File: src/rtl/mvau_wmem_pkg.sv
// Shared types and helpers for the MVAU runtime weight loader.
package mvau_wmem_pkg;

    typedef enum logic [1:0] {
        IDLE = 2'd0,
        LOAD = 2'd1,
        DONE = 2'd2
    } wmem_load_state_t;

    // Number of stream beats that make up one complete weight load.
    function automatic int unsigned total_beats(input int unsigned pe, input int unsigned depth);
        return pe * depth;
    endfunction

    // Index width that stays at least one bit for single-entry ranges.
    function automatic int unsigned idx_bw(input int unsigned n);
        return (n > 1) ? $clog2(n) : 1;
    endfunction

endpackage

File: src/rtl/mvau_wmem_addr_gen.sv
// Address-major / PE-minor beat counters for the weight loader.
module mvau_wmem_addr_gen
    import mvau_wmem_pkg::*;
#(
    parameter int unsigned PE           = 2,
    parameter int unsigned WMEM_DEPTH   = 4,
    parameter int unsigned WMEM_ADDR_BW = 4,
    parameter int unsigned PE_BW        = idx_bw(PE)
) (
    input  logic                    clk_i,
    input  logic                    rst_i,
    input  logic                    clear_i,
    input  logic                    advance_i,
    output logic [PE_BW-1:0]        pe_idx_o,
    output logic [WMEM_ADDR_BW-1:0] addr_o,
    output logic                    last_o
);

    localparam logic [PE_BW-1:0]        PE_LAST   = PE_BW'(PE - 1);
    localparam logic [WMEM_ADDR_BW-1:0] ADDR_LAST = WMEM_ADDR_BW'(WMEM_DEPTH - 1);

    logic [PE_BW-1:0]        pe_q, pe_d;
    logic [WMEM_ADDR_BW-1:0] addr_q, addr_d;

    always_comb begin
        pe_d   = pe_q;
        addr_d = addr_q;
        if (clear_i) begin
            pe_d   = '0;
            addr_d = '0;
        end else if (advance_i) begin
            if (pe_q == PE_LAST) begin
                pe_d   = '0;
                addr_d = (addr_q == ADDR_LAST) ? '0 : addr_q + WMEM_ADDR_BW'(1);
            end else begin
                pe_d = pe_q + PE_BW'(1);
            end
        end
    end

    always_ff @(posedge clk_i) begin
        if (rst_i) begin
            pe_q   <= '0;
            addr_q <= '0;
        end else begin
            pe_q   <= pe_d;
            addr_q <= addr_d;
        end
    end

    assign pe_idx_o = pe_q;
    assign addr_o   = addr_q;
    assign last_o   = (pe_q == PE_LAST) && (addr_q == ADDR_LAST);

endmodule

File: src/rtl/mvau_wmem_loader.sv
// Streams weight words from AXI-Stream into the per-PE weight memory write ports.
// Handshake: a beat transfers on any rising edge where s_axis_tvalid and s_axis_tready are both high.
module mvau_wmem_loader
    import mvau_wmem_pkg::*;
#(
    parameter int unsigned PE           = 2,
    parameter int unsigned SIMD         = 2,
    parameter int unsigned TW           = 1,
    parameter int unsigned WMEM_DEPTH   = 4,
    parameter int unsigned WMEM_ADDR_BW = 4
) (
    input  logic                    aclk,
    input  logic                    rst,
    input  logic                    load_start,
    output logic                    load_busy,
    output logic                    load_done,
    output logic                    load_err,
    input  logic [SIMD*TW-1:0]      s_axis_tdata,
    input  logic                    s_axis_tvalid,
    input  logic                    s_axis_tlast,
    output logic                    s_axis_tready,
    output logic [PE-1:0]           wmem_wr_en,
    output logic [WMEM_ADDR_BW-1:0] wmem_wr_addr,
    output logic [SIMD*TW-1:0]      wmem_wr_data,
    output wmem_load_state_t        dbg_state_o
);

    localparam int unsigned DW    = SIMD * TW;
    localparam int unsigned PE_BW = idx_bw(PE);

    wmem_load_state_t state_q, state_d;

    logic [PE_BW-1:0]        pe_idx;
    logic [WMEM_ADDR_BW-1:0] cur_addr;
    logic                    cur_last;
    logic                    beat;
    logic                    start_acc;
    logic [PE-1:0]           onehot;

    logic [PE-1:0]           wr_en_q;
    logic [WMEM_ADDR_BW-1:0] wr_addr_q;
    logic [DW-1:0]           wr_data_q;
    logic                    err_q;

    assign beat      = (state_q == LOAD) && s_axis_tvalid;
    assign start_acc = (state_q == IDLE) && load_start;

    mvau_wmem_addr_gen #(
        .PE           (PE),
        .WMEM_DEPTH   (WMEM_DEPTH),
        .WMEM_ADDR_BW (WMEM_ADDR_BW),
        .PE_BW        (PE_BW)
    ) u_addr_gen (
        .clk_i     (aclk),
        .rst_i     (rst),
        .clear_i   (start_acc),
        .advance_i (beat),
        .pe_idx_o  (pe_idx),
        .addr_o    (cur_addr),
        .last_o    (cur_last)
    );

    always_comb begin
        state_d = state_q;
        case (state_q)
            IDLE:    if (load_start) state_d = LOAD;
            LOAD:    if (beat && cur_last) state_d = DONE;
            DONE:    state_d = IDLE;
            default: state_d = IDLE;
        endcase
    end

    always_ff @(posedge aclk) begin
        if (rst) state_q <= IDLE;
        else     state_q <= state_d;
    end

    always_comb begin
        onehot = '0;
        for (int p = 0; p < int'(PE); p++) begin
            onehot[p] = (pe_idx == PE_BW'(p));
        end
    end

    // Address and data hold their last value between writes; only wr_en marks a valid write.
    always_ff @(posedge aclk) begin
        if (rst) begin
            wr_en_q   <= '0;
            wr_addr_q <= '0;
            wr_data_q <= '0;
            err_q     <= 1'b0;
        end else begin
            wr_en_q <= beat ? onehot : '0;
            if (beat) begin
                wr_addr_q <= cur_addr;
                wr_data_q <= s_axis_tdata;
            end
            if (start_acc) begin
                err_q <= 1'b0;
            end else if (beat && (s_axis_tlast != cur_last)) begin
                err_q <= 1'b1;
            end
        end
    end

    assign s_axis_tready = (state_q == LOAD);
    assign load_busy     = (state_q != IDLE);
    assign load_done     = (state_q == DONE);
    assign load_err      = err_q;
    assign wmem_wr_en    = wr_en_q;
    assign wmem_wr_addr  = wr_addr_q;
    assign wmem_wr_data  = wr_data_q;
    assign dbg_state_o   = state_q;

endmodule

File: config.mk
export PLATFORM = sky130hd
export DESIGN_NAME = mvau_wmem_loader
export DESIGN_NICKNAME = d
export VERILOG_FILES = /design/src/rtl/mvau_wmem_pkg.sv /design/src/rtl/mvau_wmem_addr_gen.sv /design/src/rtl/mvau_wmem_loader.sv
export SDC_FILE = /design/constraint.sdc
export NUM_CORES = 1
export LEC_CHECK = 0
export ABC_CLOCK_PERIOD_IN_PS = 4100
export CAP_MARGIN = 20
export CELL_PAD_IN_SITES_DETAIL_PLACEMENT = 1
export CELL_PAD_IN_SITES_GLOBAL_PLACEMENT = 1
export CORE_UTILIZATION = 35
export CTS_CLUSTER_DIAMETER = 120
export CTS_CLUSTER_SIZE = 14
export DETAILED_ROUTE_END_ITERATION = 8
export HOLD_SLACK_MARGIN = 0.05
export PLACE_DENSITY_LB_ADDON = 0.15
export SYNTH_ARGS = -nofsm -noshare
export SYNTH_HDL_FRONTEND = slang
export SYNTH_HIERARCHICAL = 1
export SYNTH_SLANG_ARGS = --single-unit
File: constraint.sdc
create_clock -name aclk -period 4.1 [get_ports aclk]
set_input_delay 0.82 -clock aclk [delete_from_list [all_inputs] [get_ports aclk]]
set_output_delay 0.82 -clock aclk [all_outputs]
set_load 0.02 [all_outputs]
[Word-level counts from Yosys, hierarchy flattened]
Cells that the tools add are included.
Storage, ports and cells
  register bits: 16
  input bits: 7
  word-level logic and storage cells: 33
Operators by class
  reductions and logical operators: 11
  add/sub/neg operators: 2
  eq/ne operators: 6
  bitwise operators: 2
  muxes and demuxes: 5
Operators with widths (number)
  logical AND 1 bit: 5
  adder 4 x 1 -> 4 bit (second input constant): 1
  equality test 4 x 2 -> 1 bit (second input constant): 1
  two-way mux 2 bit: 2
  two-way mux 4 bit: 1
  one-hot mux 2 bit (2 select lines): 1
  AND reduction 2 bit: 2
  OR reduction 2 bit: 2
  equality test 2 x 1 -> 1 bit (second input constant): 1
  equality test 2 bit (second input constant): 1
  zero test 2 bit: 1
  != test 2 x 1 -> 1 bit (second input constant): 1
  != test 2 bit (second input constant): 1
  inverter 1 bit: 2
  nonzero test 2 bit: 1
  adder 1 bit (second input constant): 1
  two-way mux 1 bit: 1
  != test 1 bit: 1

[Depth between registers and ports, before layout]
Gate-level depths: netlist of run 1.
  depth in word-level cells: 5
  mapped depth: 5
  mapped depth without buffers: 5

[By module]
The synthesis of run 1 kept the hierarchy.
Modules (own cells, without submodules)
  mvau_wmem_loader: area an instance 456.7 µm², instances 1, seq. area each 220.2 µm², cells each 45
  mvau_wmem_addr_gen: area an instance 227.7 µm², instances 1, seq. area each 100.1 µm², cells each 26

[Worst setup path before layout of run 1]
OpenSTA, ideal clock, no wires.
  kind: register to output
  start point: register state_q[0] (netlist: dbg_state_o[0])
  end point: output s_axis_tready
  data arrival time: 0.943 ns
  slack: 2.337 ns
  required time: 3.280 ns
  buffers on the path: 0
  cell stages (with the launch flop): 2
  path through: dfxtp_1 nor2b_1
Between the ends
  longest elaborated chain between the ends: 1
RTL lines
  start, declared: RTL line mvau_wmem_loader.sv:31  | wmem_load_state_t state_q, state_d;
  start signal, assigned: RTL line mvau_wmem_loader.sv:75  | else state_q <= state_d;
  equality test 2 x 1 -> 1 bit: RTL line mvau_wmem_loader.sv:106  | assign s_axis_tready = (state_q == LOAD);
  end, declared: RTL line mvau_wmem_loader.sv:21  | output logic s_axis_tready,
No other way between the ends.

[Worst setup path after layout of run 1]
Ends and elaborated chain as after synthesis.

==> results of run 1 <==
==> tightest hold or removal path, delay by kind of cell (launching register included) <==
kind / cells / cell delay, ns
AOI/OAI and AO/OA: 1 / 0.05
and+or+nand+nor: 1 / 0.07
DFF: 1 / 0.32
==> cells by family after synthesis <==
group | share of synthesized area, %
xor+xnor | 2.56
mux | 1.46
flops | 46.8
simple gates | 31.6
fa+ha+maj | 1.83
compound gates | 14.1
buf+inv | 1.65
==> layer usage <==
layer	wire, um	vias to the layer above
li1	-	285
met4	0	0
met5	0	-
met3	61	0
met1	742	267
met2	737	14
==> placed cells by master, fill, tap and decap left out <==
| cell type | instances |
|---|---|
| nand2_2 | 7 |
| clkbuf_4 | 3 |
| or2_2 | 2 |
| nor3_1 | 1 |
| or3_1 | 1 |
| and2b_1 | 1 |
| a21oi_1 | 4 |
| inv_4 | 1 |
| nor3b_1 | 2 |
| xor2_1 | 1 |
| clkdlybuf4s50_1 | 20 |
| nor2b_1 | 2 |
| a211o_2 | 1 |
| xnor2_1 | 1 |
| nor3b_2 | 1 |
| nor3_2 | 1 |
| nand2_1 | 9 |
| dfxtp_1 | 16 |
| mux2i_1 | 1 |
| nand3_1 | 3 |
| and3_2 | 1 |
| nand3b_4 | 1 |
| ha_1 | 1 |
| a21oi_2 | 7 |
| nor2_1 | 4 |
| o21ai_0 | 1 |
==> cell usage after synthesis, drive strengths merged <==
| master | number | area [um^2] |
|---|---|---|
| nor2b | 2 | 12.5 |
| xnor2 | 1 | 8.76 |
| or3 | 1 | 6.26 |
| xor2 | 1 | 8.76 |
| inv | 1 | 6.26 |
| mux2i | 1 | 10.0 |
| nor2 | 4 | 15.0 |
| nand3 | 3 | 15.0 |
| nor3 | 2 | 15.0 |
| dfxtp | 16 | 320 |
| nand3b | 1 | 20.0 |
| nand2 | 16 | 77.6 |
| buf | 1 | 5.00 |
| or2 | 2 | 12.5 |
| a211o | 1 | 10.0 |
| a21oi | 11 | 81.3 |
| and3 | 1 | 7.51 |
| ha | 1 | 12.5 |
| o21ai | 1 | 5.00 |
| and2b | 1 | 7.51 |
| nor3b | 3 | 27.5 |
==> state kept, by name, summed over array words and instances (netlist names) <==
register and flops:
wmem_wr_addr 4, u_addr_gen/pe_idx_o 1, u_addr_gen/addr_o 4, load_err 1
dbg_state_o 2, wmem_wr_en 2, wmem_wr_data 2
==> through the flow <==
stage / utilization (%) / cell area, um^2 / hold WS [ns] / instances
after detailed placement: 51.1 / 911 / 0.465 / 115
final: 52.4 / 933 / 0.476 / 118
after global routing: 52.4 / 933 / 0.498 / 118
after floorplan: - / 684 / 0.461 / 71
after CTS: 52.4 / 933 / 0.477 / 118
after global placement: 51.1 / 911 / 0.458 / 115
==> power by group <==
part	internal (uW)	total [uW]	switching (uW)
combinational	17.3	36.6	19.3
sequential	158	162	3.46
clock	34.1	79.8	45.7
==> worst max path at each step <==
stage | endpoint | from | slack (ns)
after floorplan | s_axis_tready | dbg_state_o[0] | 2.34
after global placement | u_addr_gen/addr_o[3] | s_axis_tvalid | 1.77
after detailed placement | u_addr_gen/addr_o[3] | s_axis_tvalid | 1.71
after CTS | s_axis_tready | dbg_state_o[0] | 1.67
after global routing | s_axis_tready | dbg_state_o[0] | 1.61
final | s_axis_tready | dbg_state_o[0] | 1.68
==> layout make-up <==
class | count | area [um^2]
Fill cell | 212 | 850
Multi-Input combinational cell | 53 | 353
Sequential cell | 16 | 320
Timing Repair Buffer | 20 | 200
Tap cell | 25 | 31.3
Clock buffer | 3 | 22.5
Inverter | 1 | 6.26
==> run_results.csv, run 1 <==
group,metric,value,unit
cts,clockBufferDepth,2,
sta,drv_slew,0,
detailed_routing,first_iter_violations,4,
min_path,min_path_type,"reg -> reg",
setup_path,r2r_slack,2.58,ns
global_routing,grt_pass1_vias,563,
setup_path,reg2reg_depth,5,
setup_path,path_delay_family,"buffers and inverters",
die,die_w,46.2,um
flow_run,drv_cap,0,
setup_path,cp.depth,2,
sta,fin_ws,1.68,ns
setup_path,crit_buf_inv,1,
placed_design,detailed_place_hpwl,1190,um
detailed_routing,via_count,566,
die,die_h,46.2,um
sta,slew_headroom,62.4,%
finish,n_antenna_cell,0,
setup_path,cp.arrival,1.60,ns
detailed_routing,drc,0,
detailed_routing,routed_wirelength,1540,um
cts,cts_max_level,1,
synthesis,synthCells,71,
outcome,outcome,"completed",
sta,rsz0062_at_grt,"no",
synthesis,yosysWarnings,6,
placed_design,portBuffers,20,
pwr,cellPowerDensity,298,nW/um^2
setup_path,regToRegEndpoint,"u_addr_gen/addr_o[3]",
detailed_routing,postRouteAntennaNets,0,
global_routing,globalRoute.busiestLayer,"met2",
cts,root_buffer,"clkbuf_4",
synthesis,syn-cell-area,684,um^2
sta,setup_viol,0,
setup_path,rr_startpoint,"dbg_state_o[0]",
global_routing,grt_start_max_net_pins,13,
setup_path,start_kind,"flip-flop",
finish,area_growth,36.4,%
cts,cts_sinks,16,
synthesis,synth_fp_nets,79,
min_path,hold_path_end,"wmem_wr_addr[3]",
finish,final_net_count,103,
global_routing,grt_first_pass_wirelength,2480,um
cts,cts_buffers,3,
finish,drive_above_1_share,26.9,%
die,core,1780,um^2
setup_path,crit_path_max_incr_delay,0.64,ns
die,start_util,38.4,%
min_path,hp-start,"wmem_wr_addr[3]",
cts,ctsHoldBuffers,0,
cts,cts_resized,0,
pwr,vdd_drop_max,0.000149,V
placed_design,gp_congestion,0.772,
detailed_routing,drt-vias-per-instance,4.80,
global_routing,track_usage,16.8,%
setup_path,critPathRequiredTime,3.28,ns
sta,final.setup.tns,0,ns
synthesis,synth_seq_cells,16,
cts,cts_tree,"yes",
setup_path,cp_slowest_cell,"clkdlybuf4s50_1",
sta,fin_skew,0.00289,ns
pwr,p_leak,0.000339,uW
synthesis,avgSynthCellArea,9.64,um^2
global_routing,grt_antenna_before_repair,0,
global_routing,grt_use_met1,19.3,%
sta,fmax,414,MHz
cts,postCtsSetupBuffers,0,
sta,finalHoldViolations,0,
sta,period_share,59.0,%
global_routing,met2_usage,28.7,%
die,io_pins,21,
setup_path,end_kind,"output port",
setup_path,cp_max_fo,6,
pwr,power,278,uW
cts,clkTransAtPathRegs,0.09,ns
die,dieArea,2140,um^2
die,num_rows,15,
sta,layout_min_cycle_time,2.42,ns
synthesis,seq_area_frac_synth,46.8,%
setup_path,crit_chain,"nor2b_1, clkdlybuf4s50_1",
cts,clk_latency,0.28,ns
setup_path,worst-setup-path-type,"reg -> out",
detailed_routing,wl_per_cell,13.1,um
synthesis,ys_types,25,
global_routing,grt_remaining_overflow,0,
global_routing,met3_usage,7.06,%
min_path,hold_path_depth,2,
sta,tightest_slew,0.563,ns
placed_design,post-place-ws,1.71,ns
detailed_routing,drtPass1Iterations,3,
(Power assumes the default switching activity.)
==> run 2, diff against run 1 <==
- ABC_CLOCK_PERIOD_IN_PS: 4100 -> 2100
- CORE_UTILIZATION: 35 -> 29
- clock period: 4.1 -> 2.1 ns (I/O delays scaled with it)
==> run 2 against run 1 <==
Worst setup slack got worse by 1.6 ns. Final cell count increased by 5.9%. Count of clock-buffer cells in the layout rose by 1. Die area rose by 20%. Critical path depth unchanged.
==> run_results.csv, run 2 (same netlist as run 1, synthesis figures left out) <==
group,metric,value,unit
detailed_routing,routed_wirelength,1490,um
detailed_routing,wl_met2,723,um
detailed_routing,wl_per_cell,11.9,um
setup_path,crit_chain,"nor2b_1, clkdlybuf4s50_1",
die,start_util,30.9,%
detailed_routing,first_iter_violations,7,
finish,finish.instance_area,973,um^2
die,num_rows,17,
cts,postCtsSetupBuffers,0,
detailed_routing,drt-vias-per-instance,4.71,
finish,fillCellCount,263,
cts,cts_max_level,1,
sta,drv_slew,0,
cts,cts_sinks,16,
global_routing,grt_remaining_overflow,0,
global_routing,grt_pass1_vias,620,
die,die_h,50.6,um
cts,ctsHoldBuffers,0,
setup_path,cp_max_fo,6,
die,die_w,50.6,um
finish,area_growth,42.2,%
sta,rsz0062_at_grt,"no",
detailed_routing,via_count,589,
setup_path,cp.arrival,1.57,ns
sta,setup_viol,0,
setup_path,path_delay_family,"buffers and inverters",
cts,clockBufferDepth,2,
placed_design,post-place-ws,0.239,ns
cts,cts_tree,"yes",
placed_design,dp_cells,121,
flow_run,drv_cap,0,
setup_path,cp_slowest_cell,"clkdlybuf4s50_1",
setup_path,worst-setup-path-type,"reg -> out",
min_path,min_path_type,"reg -> reg",
cts,cts_buffers,3,
detailed_routing,drc,0,
global_routing,track_usage,14.4,%
placed_design,place_area,937,um^2
detailed_routing,postRouteAntennaNets,0,
setup_path,end_kind,"output port",
pwr,p_leak,0.000361,uW
cts,cts_resized,0,
global_routing,grt_start_max_net_pins,12,
die,dieArea,2560,um^2
finish,drive_above_1_share,29.9,%
placed_design,detailed_place_hpwl,1120,um
global_routing,grt_first_pass_wirelength,2650,um
finish,multi_input_area,353,um^2
placed_design,gp_congestion,0.852,
finish,final-instance-count-excl-fill,125,
finish,final_net_count,106,
placed_design,portBuffers,20,
finish,mostFrequentLayoutCells,"clkdlybuf4s50_1 (20), dfxtp_1 (16), nand2_1 (9), nand2_2 (7), a21oi_2 (7)",
setup_path,critPathRequiredTime,1.68,ns
cts,root_buffer,"clkbuf_4",
setup_path,crit_path_max_incr_delay,0.62,ns
sta,slew_headroom,81.6,%
detailed_routing,drtPass1Iterations,3,
sta,tightest_slew,0.276,ns
sta,fmax,502,MHz
cts,clk_latency,0.29,ns
sta,layout_min_cycle_time,1.99,ns
finish,mostFrequentLayoutCell,"clkdlybuf4s50_1",
finish,regArea,320,um^2
sta,finalHoldViolations,0,
setup_path,crit_buf_inv,1,
pwr,cellPowerDensity,610,nW/um^2
outcome,outcome,"completed",
sta,fin_skew,0.00177,ns
setup_path,start_kind,"flip-flop",
detailed_routing,met1_length,663,um
detailed_routing,wl_met3,59,um
sta,period_share,94.8,%
pwr,vdd_drop_max,0.000333,V
sta,fin_ws,0.109,ns
die,io_pins,21,
sta,final.setup.tns,0,ns
detailed_routing,top_layer,"met4",
cts,clkTransAtPathRegs,0.09,ns
finish,n_antenna_cell,0,
global_routing,grt_antenna_before_repair,0,
die,core,2210,um^2
[run 2: cell type report]
type                       instances  area share, %
clock buffer                       4           3.73
inverter                           1          0.643
multi-input combinational         53           36.2
sequential                        16           32.9
tap                               28           3.60
timing repair buffer              23           22.9
[run 2: worst paths after layout]
check                          to  cells past startpoint  slack (ns)            start
max reg2reg  u_addr_gen/addr_o[3]                      5        0.72   dbg_state_o[0]
min reg2reg       wmem_wr_addr[2]                      2        0.47  wmem_wr_addr[2]
min               wmem_wr_addr[2]                      2        0.47  wmem_wr_addr[2]
max                 s_axis_tready                      2        0.11   dbg_state_o[0]
[run 2: per-layer routing]
layer / track usage [%] / vias to the layer above
li1: - / 293
met1: 16.6 / 279
met2: 23.1 / 13
met3: 2.73 / 4
met4: 11.1 / 0
met5: 0 / -
[run 2: through the flow]
step	util (%)	hold slack, ns	total power, uW
finish	44.0	0.473	594
global placement	42.4	0.457	397
global route	44.0	0.498	627
floorplan	-	0.461	360
CTS	44.0	0.477	607
detailed placement	42.4	0.462	399
[run 2: report_power, final]
group | internal (uW) | switching [uW] | total, uW
combinational | 37.5 | 37.9 | 75.4
sequential | 309 | 6.17 | 315
clock | 106 | 98.1 | 204
[run 2: worst register-to-register path: stages, from the launching register on]
cell,delay (ns)
dfxtp_1,0.46
nand3b_4,0.12
inv_4,0.13
nand2_2,0.10
or3_1,0.36
a21oi_1,0.15
==> run 3, diff against run 2 <==
- CORE_MARGIN: not set -> 5
- CTS_CLUSTER_DIAMETER: 120 -> not set
==> run 3 against run 2 <==
Die area grew 34%. Sequential power is essentially flat. Fmax shrank 0.79%. Non-clock buffer count shrank 1. Register-to-register slack lost 0.06 ns. Critical endpoint unchanged. Largest cell class unchanged.
==> run_results.csv, run 3 (same netlist as run 1, synthesis figures left out) <==
group,metric,value,unit
cts,cts_sinks,16,
global_routing,grt_remaining_overflow,0,
pwr,switching_power,146,uW
setup_path,worst-setup-path-type,"reg -> out",
detailed_routing,drt-vias-per-instance,4.71,
cts,clockBufferDepth,2,
placed_design,portBuffers,20,
die,io_pins,21,
sta,final.setup.tns,0,ns
finish,area_growth,41.1,%
sta,layout_min_cycle_time,2.01,ns
finish,drive_above_1_share,29.2,%
setup_path,crit_buf_inv,1,
setup_path,cp_slowest_cell,"clkdlybuf4s50_1",
detailed_routing,drc,0,
finish,n_antenna_cell,0,
die,die_h,58.6,um
sta,slew_headroom,81.3,%
cts,cts_buffers,3,
global_routing,grt_pass1_vias,615,
flow_run,drv_cap,0,
pwr,power,596,uW
sta,timing.hold.ws,0.476,ns
cts,cts_resized,0,
sta,fin_ws,0.0935,ns
pwr,clock_power_share,34.7,%
detailed_routing,routed_wirelength,1640,um
finish,mostFrequentLayoutCells,"clkdlybuf4s50_1 (20), dfxtp_1 (16), nand2_1 (9), nand2_2 (7), a21oi_2 (7)",
cts,cts_max_level,1,
placed_design,gp_congestion,0.749,
outcome,outcome,"completed",
setup_path,cp_max_fo,6,
pwr,swShare,24.4,%
global_routing,grt_antenna_before_repair,0,
sta,period_share,95.5,%
placed_design,post-place-ws,0.159,ns
die,dieArea,3430,um^2
setup_path,crit_path_max_incr_delay,0.63,ns
global_routing,track_usage,10.8,%
setup_path,crit_chain,"nor2b_1, clkdlybuf4s50_1",
pwr,p_int,450,uW
sta,tightest_slew,0.280,ns
sta,finalHoldViolations,0,
cts,postCtsSetupBuffers,0,
die,start_util,30.6,%
finish,multi_input_area,353,um^2
pwr,p_leak,0.000357,uW
cts,root_buffer,"clkbuf_4",
finish,final-instance-count-excl-fill,124,
detailed_routing,via_count,584,
setup_path,start_kind,"flip-flop",
detailed_routing,wl_per_cell,13.2,um
cts,ctsHoldBuffers,0,
pwr,cellPowerDensity,617,nW/um^2
placed_design,dp_cells,120,
pwr,combPwrFrac,12.5,%
setup_path,end_kind,"output port",
finish,final_net_count,105,
sta,fin_skew,0.00347,ns
finish,regArea,320,um^2
global_routing,grt_start_max_net_pins,12,
detailed_routing,postRouteAntennaNets,0,
detailed_routing,first_iter_violations,9,
die,die_w,58.6,um
cts,clk_latency,0.29,ns
cts,clkTransAtPathRegs,0.10,ns
sta,drv_slew,0,
placed_design,detailed_place_hpwl,1230,um
sta,rsz0062_at_grt,"no",
cts,cts_tree,"yes",
die,num_rows,17,
finish,mostFrequentLayoutCell,"clkdlybuf4s50_1",
global_routing,grt_first_pass_wirelength,2770,um
pwr,vdd_drop_max,0.000273,V
finish,fillCellCount,263,
detailed_routing,drtPass1Iterations,4,
die,core,2230,um^2
setup_path,cp.arrival,1.59,ns
sta,fmax,498,MHz
pwr,seqPwrFrac,52.9,%
setup_path,path_delay_family,"buffers and inverters",
min_path,min_path_type,"reg -> reg",
setup_path,critPathRequiredTime,1.68,ns
sta,setup_viol,0,
[run 3: cell types whose count changed in the layout (fill, tap and decap cells not counted)]
cell	before	now
buf_4	3	2
[run 3: tightest hold or removal path: cells and delay by family, from the launching register on]
family	cells	cell delay (ns)
flops	1	0.32
compound gates	1	0.05
simple gates	1	0.07
[run 3: power groups by stage]
stage | Combinational, uW | Clock [uW] | Sequential [uW]
floorplan | 33.0 | 0 | 327
global placement | 74.1 | 0 | 322
detailed placement | 75.2 | 0 | 322
CTS | 75.7 | 216 | 315
global route | 80.7 | 227 | 316
finish | 74.3 | 207 | 315
[run 3: area by class of cell]
| cell class | count | area share (%) |
|---|---|---|
| flip-flops and latches | 16 | 33.2 |
| repair buffers | 22 | 22.3 |
| inverters | 1 | 0.648 |
| clock buffers | 4 | 3.76 |
| well taps | 28 | 3.63 |
| multi-input cells | 53 | 36.5 |
[run 3: per-stage QoR]
step / utilization (%) / area, um^2
floorplan: - / 684
global placement: 41.6 / 930
detailed placement: 41.6 / 930
CTS: 43.2 / 966
global route: 43.2 / 966
finish: 43.2 / 966
[run 3: path summary, 6_finish.rpt]
| path | cells after the start | slack, ns | startpoint | end |
|---|---|---|---|---|
| max | 2 | 0.09 | dbg_state_o[0] | s_axis_tready |
| min | 2 | 0.48 | wmem_wr_data[1] | wmem_wr_data[1] |
| max reg2reg | 5 | 0.66 | dbg_state_o[0] | u_addr_gen/addr_o[3] |
| min reg2reg | 2 | 0.48 | wmem_wr_data[1] | wmem_wr_data[1] |
[run 3: metal layers]
layer  up-vias  part of all wire [%]  global-route usage, %  wire (um)
met5         -                     0                      0          0
met4         0                   3.1                   7.77         51
met3         4                   5.9                   2.41         96
met2        14                    48                   17.4        781
met1       276                    43                   12.6        711
li1        290                     -                      -          -
